File: src/rtl/brs_pipe_adder.sv
// Pipelined tile adder: add/sub/accumulate/load with optional saturation,
// feeding a 2-entry result buffer over valid/ready handshakes.
module brs_pipe_adder #(
    parameter int WIDTH     = 8,
    parameter int ACC_WIDTH = 16
) (
    input  logic                 clk,
    input  logic                 rst,
    input  logic                 in_valid,
    output logic                 in_ready,
    input  logic [WIDTH-1:0]     in_a,
    input  logic [WIDTH-1:0]     in_b,
    input  logic [1:0]           in_mode,
    input  logic                 in_sat,
    output logic                 out_valid,
    input  logic                 out_ready,
    output logic [ACC_WIDTH-1:0] out_sum,
    output logic                 out_ovf,
    output logic                 out_zero
);

    localparam int AW1 = ACC_WIDTH + 1;

    if (ACC_WIDTH < WIDTH + 1) begin : g_bad_width
        $error("brs_pipe_adder: ACC_WIDTH must be at least WIDTH+1");
    end

    typedef enum logic [1:0] {
        MODE_ADD  = 2'd0,
        MODE_SUB  = 2'd1,
        MODE_ACC  = 2'd2,
        MODE_LOAD = 2'd3
    } mode_e;

    typedef struct packed {
        logic [ACC_WIDTH-1:0] sum;
        logic                 ovf;
        logic                 zero;
    } entry_t;

    mode_e                mode;
    logic [ACC_WIDTH-1:0] acc;
    logic [ACC_WIDTH-1:0] acc_nxt;
    logic                 acc_wr;

    logic [WIDTH:0]       add_r;
    logic [WIDTH:0]       sub_r;
    logic [ACC_WIDTH:0]   acc_t;

    logic [ACC_WIDTH-1:0] res_sum;
    logic                 res_ovf;
    entry_t               new_e;

    entry_t               head;
    logic                 head_vld;
    entry_t               tail;
    logic                 tail_vld;

    logic                 push;
    logic                 pop;

    assign mode = mode_e'(in_mode);

    // One spare carry/borrow bit on every datapath.
    assign add_r = {1'b0, in_a} + {1'b0, in_b};
    assign sub_r = {1'b0, in_a} - {1'b0, in_b};
    assign acc_t = {1'b0, acc} + AW1'(in_a) + AW1'(in_b);

    always_comb begin
        res_sum = '0;
        res_ovf = 1'b0;
        acc_nxt = acc;
        acc_wr  = 1'b0;
        unique case (1'b1)
            (mode == MODE_ADD): begin
                res_ovf = add_r[WIDTH];
                if (in_sat && res_ovf)
                    res_sum = ACC_WIDTH'({WIDTH{1'b1}});
                else
                    res_sum = ACC_WIDTH'(add_r[WIDTH-1:0]);
            end
            (mode == MODE_SUB): begin
                res_ovf = sub_r[WIDTH];
                if (in_sat && res_ovf)
                    res_sum = '0;
                else
                    res_sum = ACC_WIDTH'(sub_r[WIDTH-1:0]);
            end
            (mode == MODE_ACC): begin
                res_ovf = acc_t[ACC_WIDTH];
                acc_wr  = 1'b1;
                if (in_sat && res_ovf)
                    acc_nxt = '1;
                else
                    acc_nxt = acc_t[ACC_WIDTH-1:0];
                res_sum = acc_nxt;
            end
            (mode == MODE_LOAD): begin
                acc_wr  = 1'b1;
                acc_nxt = ACC_WIDTH'(add_r);
                res_sum = acc_nxt;
            end
            default: begin
                res_sum = '0;
            end
        endcase
    end

    assign new_e.sum  = res_sum;
    assign new_e.ovf  = res_ovf;
    assign new_e.zero = (res_sum == '0);

    // Tail only fills while head is occupied, so a full buffer
    // is exactly tail_vld; in_ready depends on registered state only.
    assign in_ready = !tail_vld;
    assign push     = in_valid && in_ready;
    assign pop      = head_vld && out_ready;

    always_ff @(posedge clk or posedge rst) begin
        if (rst) begin
            acc <= '0;
        end else if (push && acc_wr) begin
            acc <= acc_nxt;
        end
    end

    always_ff @(posedge clk or posedge rst) begin
        if (rst) begin
            head     <= '0;
            head_vld <= 1'b0;
            tail     <= '0;
            tail_vld <= 1'b0;
        end else begin
            if (tail_vld) begin
                if (pop) begin
                    head     <= tail;
                    tail_vld <= 1'b0;
                end
            end else if (head_vld) begin
                if (push && pop) begin
                    head <= new_e;
                end else if (push) begin
                    tail     <= new_e;
                    tail_vld <= 1'b1;
                end else if (pop) begin
                    head_vld <= 1'b0;
                end
            end else if (push) begin
                head     <= new_e;
                head_vld <= 1'b1;
            end
        end
    end

    // Head register doubles as the output stage, so values hold
    // after the last pop until a new result arrives.
    assign out_valid = head_vld;
    assign out_sum   = head.sum;
    assign out_ovf   = head.ovf;
    assign out_zero  = head.zero;

endmodule

File: config.mk
export PLATFORM = sky130hd
export DESIGN_NAME = brs_pipe_adder
export DESIGN_NICKNAME = d
export VERILOG_FILES = /design/src/rtl/brs_pipe_adder.sv
export SDC_FILE = /design/constraint.sdc
export NUM_CORES = 1
export LEC_CHECK = 0
export CAP_MARGIN = 40
export CORE_AREA = 2 2 113 115
export DETAILED_ROUTE_END_ITERATION = 6
export DIE_AREA = 0 0 115 117
export HOLD_SLACK_MARGIN = 0.02
export PLACE_DENSITY = 0.56
export RECOVER_POWER = 50
export SLEW_MARGIN = 0
export SYNTH_ARGS = -nofsm -noshare
export SYNTH_HDL_FRONTEND = slang
export SYNTH_SLANG_ARGS = --single-unit
File: constraint.sdc
create_clock -name clk -period 4.32 [get_ports clk]
set_input_delay 0.648 -clock clk [delete_from_list [all_inputs] [get_ports clk]]
set_output_delay 0.648 -clock clk [all_outputs]
set_load 0.005 [all_outputs]
==> summary by stage <==
Clocking
The post-cts hold buffer count is 0. The longest clock path from root to sink contains 2 buffers. The total setup buffers inserted after CTS is 0.

TritonCTS built the clock tree. Gates resized during post-CTS repair numbered 0. In this run, CTS created clock tree buffers numbering 5. The H-tree generated during clock tree synthesis spans 2 levels. In this run the clock root is driven by a sky130_fd_sc_hd__clkbuf_16. For the worst-skew pair, the clock arrives at the later sink with an insertion delay of 0.31 ns.

Clock-pin slew was measured on the worst setup and hold paths at 0.08 ns. Counting every sink on the clock net gives 54.

Placed design
In this run the tool buffered the top-level ports with 42 buffer cells. Routability-driven placement finished with a final weighted congestion of 0.920. The post-DP HPWL is 8500 um.

Drt
Dividing the detail-routed wire length by the instance count gives 15.9 um. The post-detailed-route via-to-cell ratio is 5.38. The pre-antenna-repair detailed-routing pass consisted of 5 iterations. The final layout contains routed wiring with a total length of 10900 um. Summing over every cut layer, the via total after detailed routing is 3672. The final antenna-violating net count is 0. After the first detailed-routing iteration, the DRC count stood at 234.

For this run, design rule violations remaining after detail routing come to 0.

Floorplanning
For this configuration, the core starts out at a cell density of 0.342. The die extent in x is 115 um. Row generation in the floorplan step produced 41 rows. The full die area is 13500 um^2. The placeable core region is 12300 um^2. The die is 117 um tall.

During I/O placement, the number of pins put on the boundary was 43.

Global route
The maximum number of pins on one net before global-route repair is 33. The number of global-route vias before repair is 3392. The first global-routing pass estimated 17700 um of wire. The initial antenna violation count came to 0. The global-route congestion overflow total is 0. In the global route stage, overall resource usage came out at 0.169.

Final layout
The number of inserted filler cells in the final layout is 1284. The repair_antennas step left the layout with diodes totalling 0. The top cell types in the final layout, fill and taps aside, are sky130_fd_sc_hd__nand2_1 (80), sky130_fd_sc_hd__o21ai_0 (65), sky130_fd_sc_hd__dfrtp_1 (54). Of the cells placed in the final design, the portion with a size suffix greater than 1 is 0.0619. Measured on the finished design, the core utilization comes to 0.395. The most common cell after layout, fill and taps aside is sky130_fd_sc_hd__nand2_1.

For this run, the post-layout net count is 590. Compared with the post-synthesis result, the final layout area differs by 15.5%.

Pwr
Dividing total power by cell area gives a power density of 554 nW/um^2. Across the VDD grid, the largest voltage drop is 0.186 mV. The static power due to leakage is 2.10 nW.

Logic synthesis
The Yosys step of the flow raised 0 warnings. When the netlist entered floorplanning its net count stood at 560. Among all flip-flop cells after synthesis, the most frequent one is sky130_fd_sc_hd__dfrtp_1. The count of different cell masters after synthesis is 66. The post-synthesis cell count is 502. Counting flops with a built-in enable in the synthesized netlist gives 0. The average size of a mapped cell is 8.38 um^2. The share of synthesized registers carrying an async set or reset is 1.00. The number of synthesized register bits is 54. For this run, the register share of the synthesized area comes to 0.321. The synthesized cell area is 4210 um^2.

STA
The part of the cycle the worst path needs is 0.899. For the final database, setup skew stands at 0.0150 ns. The number of pins exceeding their max-slew limit in the final report is 32. The number of endpoints with negative hold slack in the final report is 0.

The summed negative setup slack over all endpoints is 0 ns. Setup violations remaining at the end of the flow were counted as 0. Timing would allow up to 258 MHz.

Setup repair after global routing left no endpoint under its margin. The transition time of the tightest slew-check pin is 1.74 ns. Headroom to the max-slew limit came out at -0.158. The final period demand of the worst path is 3.88 ns.

Outcome
The final reports fail on capacitance limit, slew limit. The flow ran to the end, but the final reports show violations.

Worst setup path
The worst register-to-register path has a depth of 13. The maximum fanout along the worst path is 3. STA classifies the critical path startpoint as an input port. Following the worst setup path forward leads to its endpoint at out_zero. The worst reg2reg path startpoint is acc[1]. The launching instance or port of the critical path is in_b[1].

The register-to-register path setup slack is 0.91 ns. At the worst endpoint, the required time is 4.54 ns. The worst register-to-register path ends at out_zero. STA classifies the critical path endpoint as a register.

The category of the most critical setup path is in -> reg. Data arrives at the worst endpoint at 4.10 ns.

Flow run
The count of maximum capacitance violations is 1.

Min path
The kind of path behind the tightest hold check is reg -> reg.
[critical path, stage by stage]
cell and delay (ns):
sky130_fd_sc_hd__clkdlybuf4s50_1 0.48, sky130_fd_sc_hd__fa_1 0.54, sky130_fd_sc_hd__ha_1 0.22, sky130_fd_sc_hd__inv_1 0.07
sky130_fd_sc_hd__fa_1 0.41, sky130_fd_sc_hd__nor2b_1 0.22, sky130_fd_sc_hd__o211ai_1 0.10, sky130_fd_sc_hd__a21boi_0 0.26
sky130_fd_sc_hd__o21a_1 0.15, sky130_fd_sc_hd__o21ai_0 0.12, sky130_fd_sc_hd__a221oi_1 0.27, sky130_fd_sc_hd__nand2_1 0.14
sky130_fd_sc_hd__nand4b_1 0.24, sky130_fd_sc_hd__o31ai_2 0.24
[cells in the mapped netlist, types with 6 or more instances]
master	count	area (um^2)
sky130_fd_sc_hd__xor2_1	8	70.1
sky130_fd_sc_hd__nor2_1	36	135
sky130_fd_sc_hd__inv_1	28	105
sky130_fd_sc_hd__nor3_1	8	40.0
sky130_fd_sc_hd__a21oi_1	36	180
sky130_fd_sc_hd__xnor2_1	9	78.8
sky130_fd_sc_hd__ha_1	24	300
sky130_fd_sc_hd__dfrtp_1	54	1350
sky130_fd_sc_hd__fa_1	11	220
sky130_fd_sc_hd__nor2b_1	7	43.8
sky130_fd_sc_hd__buf_6	6	67.6
sky130_fd_sc_hd__nand2_1	80	300
sky130_fd_sc_hd__clkbuf_1	13	48.8
sky130_fd_sc_hd__o211ai_1	7	52.6
sky130_fd_sc_hd__o21ai_0	65	325
sky130_fd_sc_hd__nand3_1	9	45.0
[cell families after synthesis]
| kind of cell | share of synthesized area |
|---|---|
| AO/OA/AOI/OAI | 0.255 |
| multiplexers | 0.00744 |
| XOR/XNOR | 0.0354 |
| adder cells (fa/ha/maj) | 0.124 |
| buffers and inverters | 0.0622 |
| AND/OR/NAND/NOR | 0.195 |
| flip-flops | 0.321 |
[layout make-up]
class / count / area, um^2 / share of cell area
multi-input cells: 395 / 2590 / 0.534
flip-flops and latches: 54 / 1350 / 0.278
repair buffers: 48 / 465 / 0.0958
well taps: 150 / 188 / 0.0386
clock buffers: 6 / 139 / 0.0286
inverters: 28 / 105 / 0.0216
clock inverters: 2 / 16.3 / 0.00335
[metrics by stage]
step / setup WS (ns) / hold WS [ns] / total power, mW / cells / instance area (um^2)
final: 0.438 / 0.472 / 2.69 / 683 / 4860
after global routing: 0.193 / 0.497 / 2.92 / 683 / 4860
after CTS: 0.487 / 0.487 / 2.70 / 683 / 4870
after detailed placement: 0.171 / 0.469 / 2.25 / 675 / 4710
after global placement: 0.293 / 0.454 / 2.22 / 674 / 4700
after floorplan: 0.981 / 0.447 / 1.80 / 502 / 4210
[registers in the layout, summed over array words and instances, names as in the netlist]
signal     count
out_ovf        1
out_zero       1
out_valid      1
out_sum       16
tail          18
tail_vld       1
acc           16
[per-layer routing]
| layer | wire length [um] | vias to the layer above | GRT usage | part of all wire |
|---|---|---|---|---|
| met5 | 0 | - | 0 | 0 |
| met4 | 207 | 0 | 0.0466 | 0.019 |
| met3 | 587 | 19 | 0.0273 | 0.054 |
| met2 | 4850 | 126 | 0.269 | 0.45 |
| met1 | 5220 | 1709 | 0.239 | 0.48 |
| li1 | - | 1818 | - | - |
[power by group]
group	internal, mW	switching [mW]
clock	0.234	0.205
combinational	0.607	0.878
sequential	0.659	0.110
total	1.50	1.19
[worst min-delay path by stage]
stage | endpoint | slack (ns) | cells past startpoint | from
final | out_sum[14] | 0.47 | 2 | out_sum[14]
after global routing | out_sum[8] | 0.50 | 2 | out_sum[8]
after CTS | tail[1] | 0.49 | 2 | tail[1]
after detailed placement | out_sum[12] | 0.47 | 2 | out_sum[12]
after global placement | out_sum[3] | 0.45 | 2 | out_sum[3]
after floorplan | tail[0] | 0.45 | 2 | tail[0]
Power figures use the tool's default switching activity.
